### src/rtl/counter_up_ctrl.sv
// Up counter from 0 to a programmable terminal value with start/enable/clear control.
// Either wraps to 0 (counting wrap events) or stops in DONE; every output is registered.
module counter_up_ctrl #(
    parameter int dw    = 8,
    parameter int LIMIT = 7,
    parameter bit WRAP  = 1'b1
) (
    input  logic          clk,
    input  logic          reset,
    input  logic          start,
    input  logic          ena,
    input  logic          clear,
    output logic [dw-1:0] result,
    output logic          tc,
    output logic          busy,
    output logic          done,
    output logic [dw-1:0] wraps
);

    if (LIMIT < 0 || longint'(LIMIT) >= (longint'(1) << dw)) begin : g_bad_limit
        $error("counter_up_ctrl: LIMIT %0d does not fit in %0d bits", LIMIT, dw);
    end

    localparam logic [dw-1:0] LIM        = dw'(LIMIT);
    localparam bit            LIMIT_ZERO = (LIMIT == 0);

    typedef enum logic [1:0] {IDLE, RUN, DONE} state_t;

    state_t        state, state_n;
    logic [dw-1:0] result_n, wraps_n, result_inc;
    logic          tc_n;

    assign result_inc = result + 1'b1;

    // NOTE: every output of this block gets a default first, so no path can infer a latch.
    always_comb begin
        state_n  = state;
        result_n = result;
        wraps_n  = wraps;
        tc_n     = 1'b0;
        if (clear) begin
            state_n  = IDLE;
            result_n = '0;
            wraps_n  = '0;
        end else begin
            unique case (state)
                IDLE: begin
                    if (start) begin
                        state_n  = RUN;
                        result_n = '0;
                    end
                end
                RUN: begin
                    if (ena) begin
                        // result never exceeds LIM, so "not at LIM" means "below LIM"
                        if (result != LIM) begin
                            result_n = result_inc;
                            tc_n     = (result_inc == LIM);
                        end else begin
                            tc_n = LIMIT_ZERO;
                            if (WRAP) begin
                                result_n = '0;
                                wraps_n  = wraps + 1'b1;
                            end else begin
                                state_n = DONE;
                            end
                        end
                    end
                end
                DONE: begin
                    if (start) begin
                        state_n  = RUN;
                        result_n = '0;
                    end
                end
                default: state_n = IDLE;
            endcase
        end
    end

    // NOTE: state uses non-blocking assignments so every register samples pre-edge values.
    always_ff @(posedge clk) begin
        if (!reset) begin
            state  <= IDLE;
            result <= '0;
            wraps  <= '0;
            tc     <= 1'b0;
            busy   <= 1'b0;
            done   <= 1'b0;
        end else begin
            state  <= state_n;
            result <= result_n;
            wraps  <= wraps_n;
            tc     <= tc_n;
            busy   <= (state_n == RUN);
            done   <= (state_n == DONE);
        end
    end

endmodule

### config.mk
export PLATFORM = sky130hd
export DESIGN_NAME = counter_up_ctrl
export DESIGN_NICKNAME = d
export VERILOG_FILES = /design/src/rtl/counter_up_ctrl.sv
export SDC_FILE = /design/constraint.sdc
export NUM_CORES = 1
export LEC_CHECK = 0
export CELL_PAD_IN_SITES_DETAIL_PLACEMENT = 1
export CELL_PAD_IN_SITES_GLOBAL_PLACEMENT = 2
export CORE_UTILIZATION = 25
export CTS_CLUSTER_SIZE = 16
export DETAILED_ROUTE_END_ITERATION = 10
export PLACE_DENSITY_LB_ADDON = 0.1
export SYNTH_ARGS = -nofsm -noshare
export SYNTH_HDL_FRONTEND = slang
export SYNTH_SLANG_ARGS = --single-unit
### constraint.sdc
create_clock -name clk -period 1.8 [get_ports clk]
set_input_delay 0.18 -clock clk [delete_from_list [all_inputs] [get_ports clk]]
set_output_delay 0.18 -clock clk [all_outputs]
set_load 0.05 [all_outputs]
Word level (Yosys, flattened, before mapping)

Index checks and enable logic that the tools add are counted.

Add/subtract/negate cells: 2
Eq/ne operators: 8
Muxes and demuxes: 7
Bitwise operators: 4
Reductions and logical operators: 7

Operator list:

| operator            | count |
|---|---|
| $mux 8              | 3 |
| $add 8x1->8 const B | 2 |
| $pmux 8 s2          | 1 |
| $eq 8x3->1 const B  | 1 |
| $ne 8x3->1 const B  | 1 |
| $reduce_and 3->1    | 2 |
| $reduce_or 5->1     | 1 |
| $eq 2x1->1 const B  | 2 |
| $eq 2x2->1 const B  | 2 |
| $mux 2              | 2 |
| $not 1->1           | 4 |
| $pmux 2 s2          | 1 |
| $reduce_or 2->1     | 2 |
| $logic_not 2->1     | 1 |
| $ne 2x1->1 const B  | 1 |
| $ne 2x2->1 const B  | 1 |
| $reduce_bool 2->1   | 1 |

Register bits: 21
Bits of input ports: 5
Output and inout bits: 19

Logic depth before layout (Yosys ltp)

Gate-level depths: netlist of run 1.

Depth after elaboration: 5
Mapped depth: 5

Worst setup path before layout of run 1

Ideal clock, no wire load.

Path kind: register to register
From: register result[3]
To: register wraps[7]
Library setup time: 0.121 ns
Data arrival time: 2.001 ns
Data required time: 1.679 ns
Slack: -0.322 ns
Stages on the path, launching flop included: 6
Path buffers: 1
Clock period less this slack: 2.122 ns
Cell sequence: dfxtp_1 buf_6 or4_4 nor4_2 nand3_1 mux2_4

Word-level cells in the longest chain between the ends: 3

RTL lines:

| what                       | line | source |
|---|---|---|
| start, declared            | 13   | `output logic [dw-1:0] result,` |
| start signal, assigned     | 92   | `result <= result_n;` |
| $ne 8x3->1                 | 56   | `if (result != LIM) begin` |
| $not 1->1 (no line)        | --   |  |
| $reduce_and 3->1 (no line) | --   |  |
| end signal, assigned       | 93   | `wraps <= wraps_n;` |
| end, declared              | 17   | `output logic [dw-1:0] wraps` |

Every way passes these cells.
A chain may end at the register's enable or synchronous reset.

Final worst setup path of run 1

From: register result[4]
To: output port result[4]

No word-level cell between the ends.

==> run metrics, run 1 <==
Reg clk slew, reported paths=roughly 80 ps; crit path capture type=primary output; Final Critical Period=roughly 1800 ps; core area=approximately 4000 um^2; Antenna diodes=0; DIE AREA=~4400 um^2; fraction of layout cells with a size suffix above 1=0.208; Layout fillers=between 400 and 500; R2R depth=4; # setup viols final=0; CTS tree=built; RSZ-0062 raised after global routing=no; clock skew=approximately 2.7 ps; Initial DRC Count=43; leakage power=0.560 nW; number of buffers created by CTS=3; PortBufs=23; Slew Viols, Final=0; Seq/Total Area, Yosys=0.402; DP Worst Slack=around 22 ps; Root Buffer=clkbuf_8; required time of the worst setup path=between 1500 and 2000 ps; first-pass GRT wire length=4760 um; P&R area growth vs syn=42.6%; GR Overflow Total=0; DP HPWL=2290 um; clock sink count=21; Final Cycle Share=0.974; most frequent cells in the layout=clkdlybuf4s50_1, buf_4, nor2_1; final hold vios=0; Cell variety after synth=36; Crit Path Max Fanout=8; # H-tree levels=1; drc violations=0; boundary pin count=24; Syn. warnings=0; VDD IR max=between 0.0002 and 0.00025 V; max frequency=roughly 570 MHz; GRT Total Usage=0.146; number of gates resized after CTS=0; CP startpoint=result[4]; vias in the first global route=1011; register area=around 440 um^2; Max Cap Viol=0; worst setup margin=~46 ps; Finished Core Util=0.373; Clock Path Buffers=2; Slew @ Worst Pin=~520 ps; most common cell after layout, fill and taps aside=clkdlybuf4s50_1; gp weighted congestion=about 0.76; Pwr Density=~570 nW/um^2; Die W=approximately 67 um; Clock Latency Late Sink=around 270 ps; Crit-path slowest cell=clkdlybuf4s50_1; ANT nets after route=0; HP Start=wraps[6]; Overall Power=approximately 0.84 mW; drt pass-1 iters=3; crit-path cells=buf_4 -> clkdlybuf4s50_1; post-synthesis cell count=roughly 120; outcome=finished clean; via count=about 1000; largest net degree at the start of global routing=13; HP Class=register to register; post-synthesis register bit count=21; hold path depth=2; Avg Synthesized Cell Area=approximately 8.6 um^2; Max stage delay on crit path=approximately 810 ps; site row count=23; Post-CTS Setup Bufs=0; Hold Buf Count CTS=0; class of the most critical setup path=register to primary output; setup TNS=0 ps; Relative slew margins=0.652; Initial Util=0.261; DR vias/cell=4.80; reg2reg start=result[3]; final net count=~170; Startpoint Class=register; routed len/inst=between 10 and 15 um; Worst EP arrival=about 1600 ps; Die H=66.6 um; syn_nets=130; initial antenna violation count=0; Post-Synthesis Cell Area=about 1000 um^2; Multi-input gate area=~600 um^2; final WL=2920 um
-- per-layer routing --
layer / track usage / wire (um) / vias up
met3: 0.0257 / 81 / 5
met5: 0 / 0 / -
met4: 0.0638 / 51 / 0
met1: 0.181 / 1350 / 471
met2: 0.244 / 1430 / 19
li1: - / - / 509
-- sequential cells by signal, summed over array words and instances (netlist names) --
| register | count |
|---|---|
| done | 1 |
| wraps | 8 |
| busy | 1 |
| result | 8 |
| state | 2 |
| tc | 1 |
-- worst max-delay path: cells and delay by family (launching register included) --
| kind | cells | cell delay (ps) |
|---|---|---|
| flip-flops | 1 | 340 |
| buffers and inverters | 2 | 960 |
-- through the flow --
stage               std cells  hold WS [ps]  cell area, um^2
floorplan                 122           257             1070
global placement          205           487             1430
detailed placement        205           498             1430
CTS                       209           511             1470
global route              209           519             1490
finish                    209           516             1490
-- final cells by class --
class / instances / area share
tap: 50 / 0.0420
sequential: 21 / 0.292
timing repair buffer: 38 / 0.232
clock buffer: 4 / 0.0302
inverter: 4 / 0.0101
multi-input combinational: 92 / 0.394
-- path summary, 6_finish.rpt --
| path | endpoint | slack, ps |
|---|---|---|
| worst min register to register | wraps[6] | 520 |
| worst min-delay path | wraps[6] | 520 |
| worst max-delay path | result[4] | 50 |
| worst max register to register | wraps[7] | 140 |
-- power breakdown --
| group | internal, mW | switching [mW] |
|---|---|---|
| logic | 0.0237 | 0.0277 |
| clock network | 0.158 | 0.168 |
| registers | 0.463 | 0.00244 |
-- cells in the mapped netlist --
cell type / count / area (um^2)
or4_1: 1 / 7.51
nand3b_1: 2 / 15.0
a21oi_1: 10 / 50.1
nor2b_1: 3 / 18.8
a22o_1: 1 / 8.76
or4_4: 1 / 11.3
ha_1: 3 / 37.5
nand4b_1: 1 / 8.76
nand4_1: 5 / 31.3
xnor2_1: 3 / 26.3
o21a_1: 1 / 7.51
nor2_1: 14 / 52.6
nand3_1: 6 / 30.0
a21o_1: 1 / 7.51
nor3_1: 5 / 25.0
nor4_1: 3 / 18.8
clkbuf_2: 1 / 5.00
buf_6: 3 / 33.8
inv_1: 4 / 15.0
o21ai_0: 5 / 25.0
and3b_1: 2 / 17.5
o22ai_1: 1 / 6.26
nand2_1: 9 / 33.8
or3_1: 3 / 18.8
mux2i_1: 2 / 20.0
nand2b_1: 1 / 6.26
mux2_4: 1 / 15.0
nor4b_1: 1 / 8.76
clkbuf_1: 1 / 3.75
nor4_2: 1 / 12.5
or2_2: 1 / 6.26
xor2_1: 2 / 17.5
dfxtp_1: 21 / 420
a211oi_1: 1 / 7.51
a21boi_0: 1 / 7.51
a22oi_1: 1 / 7.51
-- kinds of logic after synthesis --
logic type	Yosys count	synth area share
compound gates	22	0.122
xor+xnor	5	0.0419
fa+ha+maj	3	0.0359
buf+inv	9	0.0551
flops	21	0.402
mux	3	0.0335
simple gates	59	0.309
Note: power is estimated with default switching activity, not from simulation.
==> run 2, diff against run 1 <==
ABC_AREA = 1   (was unset)
CORE_UTILIZATION = 24   (was 25)
==> run metrics, run 2 <==
Finished Core Util=0.335 (was 0.373); # H-tree levels=1 (unchanged); final net count=204 (was 168); top cells by area, synth=dfxtp_1, nand2_1, inv_1 (was dfxtp_1, nor2_1, a21oi_1); Crit Path Max Fanout=6 (was 8); Crit-path slowest cell=clkdlybuf4s50_1 (unchanged); number of buffers created by CTS=3 (unchanged); largest net degree at the start of global routing=12 (was 13); Post-synth ARST share=0 (unchanged); fraction of layout cells with a size suffix above 1=0.0923 (was 0.208); Post-Synthesis Cell Area=1120 um^2 (was 1040 um^2); VDD IR max=0.000228 V (was 0.000232 V); first-pass GRT wire length=5020 um (was 4760 um); drc violations=0 (unchanged); clock sink count=21 (unchanged); Initial DRC Count=20 (was 43); Syn. warnings=0 (unchanged); post-synthesis register bit count=21 (unchanged); Slew @ Worst Pin=497 ps (was 521 ps); Post-synth top cells=nand2_1, inv_1, dfxtp_1 (was dfxtp_1, nor2_1, a21oi_1); leakage power=0.621 nW (was 0.560 nW); final hold vios=0 (unchanged); Pwr Density=562 nW/um^2 (was 566 nW/um^2); post-synthesis cell count=166 (was 122); Post-DP Area=1430 um^2 (about the same); crit path capture type=primary output (unchanged); largest family of logic cells by synthesized area=simple AND/OR/NAND/NOR gates (unchanged); HP Class=register to register (unchanged); most frequent cells in the layout=nand2_1, inv_1, dfxtp_1 (was clkdlybuf4s50_1, buf_4, nor2_1); GRT Total Usage=0.127 (was 0.146); Startpoint Class=register (unchanged); xor and xnor area share after synthesis=0.0234 (was 0.0419); routed len/inst=12.2 um (was 13.9 um); Avg Synthesized Cell Area=6.76 um^2 (was 8.56 um^2); Max stage delay on crit path=850 ps (was 810 ps); drt pass-1 iters=2 (was 3); initial antenna violation count=0 (unchanged); Multi-input gate area=601 um^2 (was 587 um^2); EDFF count, synth=0 (unchanged); required time of the worst setup path=1620 ps (about the same); boundary pin count=24 (unchanged); P&R area growth vs syn=31.7% (was 42.6%); final WL=3000 um (was 2920 um); register area=422 um^2 (was 435 um^2); Synth top area share=0.375 (was 0.402); CTS tree=built (unchanged); # setup viols final=0 (unchanged); gp weighted congestion=0.717 (was 0.758); max frequency=578 MHz (was 570 MHz); Relative slew margins=0.668 (was 0.652); most common cell after layout, fill and taps aside=nand2_1 (was clkdlybuf4s50_1); GR Overflow Total=0 (unchanged); Layout fillers=566 (was 477); Die W=70.4 um (was 66.6 um); simple-gate share of the synthesized area=0.390 (was 0.309); RSZ-0062 raised after global routing=no (unchanged); vias in the first global route=1114 (was 1011); Finished Cell Area=1480 um^2 (was 1490 um^2); setup TNS=0 ps (unchanged); via count=1094 (was 1004); count leader, synth=nand2_1 (was dfxtp_1); Synth area leader=dfxtp_1 (unchanged); Clock Latency Late Sink=260 ps (was 270 ps); Final Critical Period=1730 ps (was 1750 ps); Worst EP arrival=1550 ps (was 1570 ps); Seq/Total Area, Yosys=0.375 (was 0.402); Clock Path Buffers=2 (unchanged); biggest regs=result (8), wraps (8), state (2) (unchanged); DR vias/cell=4.43 (was 4.80); mux cell area share after synthesis=0 (was 0.0335); Synth Area in Compound Gates=0.0881 (was 0.122); Root Buffer=clkbuf_8 (unchanged); Cell variety after synth=20 (was 36); DP HPWL=2380 um (was 2290 um); DP Cell Count=243 (was 205); crit-path leading delay family=buffers and inverters (unchanged); Initial Util=0.254 (was 0.261); class of the most critical setup path=register to primary output (unchanged); DIE AREA=4950 um^2 (was 4440 um^2); ANT nets after route=0 (unchanged); Final Cycle Share=0.960 (was 0.974); Max Cap Viol=0 (unchanged); ys flop type=dfxtp_1 (unchanged); syn_nets=174 (was 130); site row count=24 (was 23); Reg clk slew, reported paths=70 ps (was 80 ps); Die H=70.4 um (was 66.6 um); crit-path cells=clkdlybuf4s50_1 (was buf_4 -> clkdlybuf4s50_1); PortBufs=23 (unchanged); Non-Filler Instances=247 (was 209); critical path buffer and inverter count=1 (was 2); Slew Viols, Final=0 (unchanged); core area=4410 um^2 (was 4000 um^2); hold_ws=506 ps (was 516 ps); Antenna diodes=0 (unchanged); clock skew=1.60 ps (was 2.75 ps); outcome=finished clean (unchanged); adder-cell area share of the yosys netlist=0.0334 (was 0.0359)
==> run 2: changes by cell type after synthesis, sizes merged, moves of 3 or more <==
cell,change
nand2,+46
nor2b,-3
buf,-3
or3,-3
a21oi,+4
inv,+22
nor3,-4
nand3,+4
nor2,+7
==> run 2: repair_timing <==
item,CTS,global route
gates resized for setup,0,1
hold buffers,0,0
endpoints found under the setup margin,0,1
buffers inserted,0,0
==> run 2: stage by stage <==
stage / total power, mW / worst slack (ps)
after detailed placement: 0.534 / 163
after floorplan: 0.508 / 10.3
after global placement: 0.533 / 149
after CTS: 0.848 / 50.5
after global routing: 0.875 / 8.37
final: 0.830 / 71.4
==> run 2: worst min-delay path: cells and delay by family, from the launching register on <==
| family | cells | cell delay (ps) |
|---|---|---|
| flops | 1 | 330 |
| compound gates | 1 | 60 |
| simple gates | 1 | 70 |
==> run 2: final timing paths <==
| kind | startpoint | end | slack [ps] | depth (start not counted) |
|---|---|---|---|---|
| min reg2reg | wraps[7] | wraps[7] | 510 | 2 |
| max reg2reg | result[0] | wraps[0] | 150 | 6 |
| max | wraps[2] | wraps[2] | 70 | 1 |
| min | wraps[7] | wraps[7] | 510 | 2 |
==> run 2: logic make-up (layout without fill, tap and decap cells) <==
family / count (synthesis) / after routing
AO/OA/AOI/OAI: 19 / 19
XOR/XNOR: 3 / 3
adder cells (fa/ha/maj): 3 / 3
buffers and inverters: 27 / 56
flip-flops: 21 / 21
AND/OR/NAND/NOR: 93 / 93
==> run 2: metal layers <==
| metal | track usage | wire length, um | vias up |
|---|---|---|---|
| met1 | 0.149 | 1410 | 495 |
| met4 | 0.0467 | 46 | 0 |
| li1 | - | - | 580 |
| met2 | 0.231 | 1480 | 14 |
| met3 | 0.0173 | 72 | 5 |
| met5 | 0 | 0 | - |
==> run 2: cell type report <==
class,instances,share of cell area
sequential,21,0.285
multi-input combinational,118,0.406
clock buffer,4,0.0305
timing repair buffer,26,0.168
inverter,26,0.0660
tap,52,0.0440
==> run 2: power breakdown <==
group,total [mW],internal [mW],switching (mW),leakage [nW]
Clock,0.307,0.158,0.150,0.0228
Combinational,0.0532,0.0205,0.0327,0.428
Sequential,0.469,0.467,0.00242,0.170
Total,0.830,0.645,0.185,0.621
==> run 3, diff against run 2 <==
CORE_ASPECT_RATIO = 0.6   (was unset)
SLEW_MARGIN = 20   (was unset)
==> run metrics, run 3 (synthesis gave the netlist of run 2 again) <==
boundary pin count=24 (unchanged); leakage power=0.617 nW (was 0.621 nW); critical path buffer and inverter count=1 (unchanged); fraction of layout cells with a size suffix above 1=0.107 (was 0.0923); outcome=finished clean (unchanged); required time of the worst setup path=1620 ps (about the same); most common cell after layout, fill and taps aside=nand2_1 (unchanged); gp weighted congestion=0.762 (was 0.717); Post-CTS Setup Bufs=0 (unchanged); Slew Viols, Final=0 (unchanged); Relative slew margins=0.621 (was 0.668); Slew @ Worst Pin=567 ps (was 497 ps); initial antenna violation count=0 (unchanged); Reg clk slew, reported paths=80 ps (was 70 ps); # H-tree levels=1 (unchanged); crit-path leading delay family=buffers and inverters (unchanged); Die W=90.3 um (was 70.4 um); # setup viols final=0 (unchanged); largest net degree at the start of global routing=17 (was 12); drt pass-1 iters=4 (was 2); Worst EP arrival=1540 ps (was 1550 ps); DIE AREA=4960 um^2 (was 4950 um^2); vias in the first global route=1119 (was 1114); CTS tree=built (unchanged); crit-path cells=clkdlybuf4s50_1 (unchanged); class of the most critical setup path=register to primary output (unchanged); P&R area growth vs syn=33.4% (was 31.7%); first-pass GRT wire length=5410 um (was 5020 um); DR vias/cell=4.40 (was 4.43); crit path capture type=primary output (unchanged); Hold Buf Count CTS=0 (unchanged); number of gates resized after CTS=0 (unchanged); final net count=206 (was 204); Layout fillers=551 (was 566); setup TNS=0 ps (unchanged); routed len/inst=12.4 um (was 12.2 um); Crit-path slowest cell=clkdlybuf4s50_1 (unchanged); clock skew=4.80 ps (was 1.60 ps); Root Buffer=clkbuf_8 (unchanged); Initial Util=0.261 (was 0.254); site row count=18 (was 24); core area=4300 um^2 (was 4410 um^2); GRT Total Usage=0.146 (was 0.127); Die H=55.0 um (was 70.4 um); number of buffers created by CTS=3 (unchanged); worst setup margin=81.5 ps (was 71.4 ps); Max Cap Viol=0 (unchanged); Initial DRC Count=59 (was 20); ANT nets after route=0 (unchanged); VDD IR max=0.000181 V (was 0.000228 V); drc violations=0 (unchanged); final hold vios=0 (unchanged); biggest regs=result (8), wraps (8), state (2) (unchanged); Multi-input gate area=601 um^2 (unchanged); RSZ-0062 raised after global routing=no (unchanged); PortBufs=23 (unchanged); Clock Latency Late Sink=260 ps (about the same); Final Cycle Share=0.955 (was 0.960); HP Class=register to register (unchanged); Pwr Density=558 nW/um^2 (was 562 nW/um^2); most frequent cells in the layout=nand2_1, inv_1, dfxtp_1 (unchanged); Max stage delay on crit path=840 ps (was 850 ps); Clock Path Buffers=2 (unchanged); final WL=3190 um (was 3000 um); clock sink count=21 (unchanged); Antenna diodes=0 (unchanged); Crit Path Max Fanout=5 (was 6); via count=1131 (was 1094); Startpoint Class=register (unchanged); register area=422 um^2 (unchanged); GR Overflow Total=0 (unchanged); DP HPWL=2500 um (was 2380 um); Final Critical Period=1720 ps (was 1730 ps); DP Worst Slack=54.4 ps (was 163 ps); max frequency=582 MHz (was 578 MHz)
==> run 3: final timing paths <==
check	cells after the start	end	slack, ps	startpoint
setup / recovery	1	result[7]	80	result[7]
hold / removal	2	result[1]	510	result[1]
setup reg to reg	6	wraps[1]	300	result[0]
hold reg to reg	2	result[1]	510	result[1]
==> run 3: report_power, final <==
part           internal [mW]  switching [mW]  leakage (nW)
combinational         0.0181          0.0350         0.424
sequential             0.467         0.00232         0.170
clock                  0.158           0.155        0.0228
total                  0.643           0.193         0.617
==> run 3: through the flow <==
stage / instance area (um^2) / power [mW] / util / cells / hold slack (ps)
floorplan: 1120 / 0.508 / - / 166 / 257
global placement: 1450 / 0.531 / 0.338 / 253 / 488
detailed placement: 1450 / 0.533 / 0.338 / 253 / 497
CTS: 1500 / 0.853 / 0.348 / 257 / 513
global route: 1500 / 0.869 / 0.348 / 257 / 537
finish: 1500 / 0.836 / 0.348 / 257 / 509
==> run 3: cell type report <==
type / instances / area share
Multi-Input combinational cell: 118 / 0.401
Sequential cell: 21 / 0.282
Timing Repair Buffer: 28 / 0.172
Inverter: 26 / 0.0652
Tap cell: 60 / 0.0501
Clock buffer: 4 / 0.0301
==> run 3: routing by layer <==
layer / vias up / GRT usage / wire length, um
met4: 0 / 0.0403 / 25
met1: 527 / 0.205 / 1760
met5: - / 0 / 0
met2: 19 / 0.224 / 1270
met3: 6 / 0.0355 / 128
li1: 579 / - / -
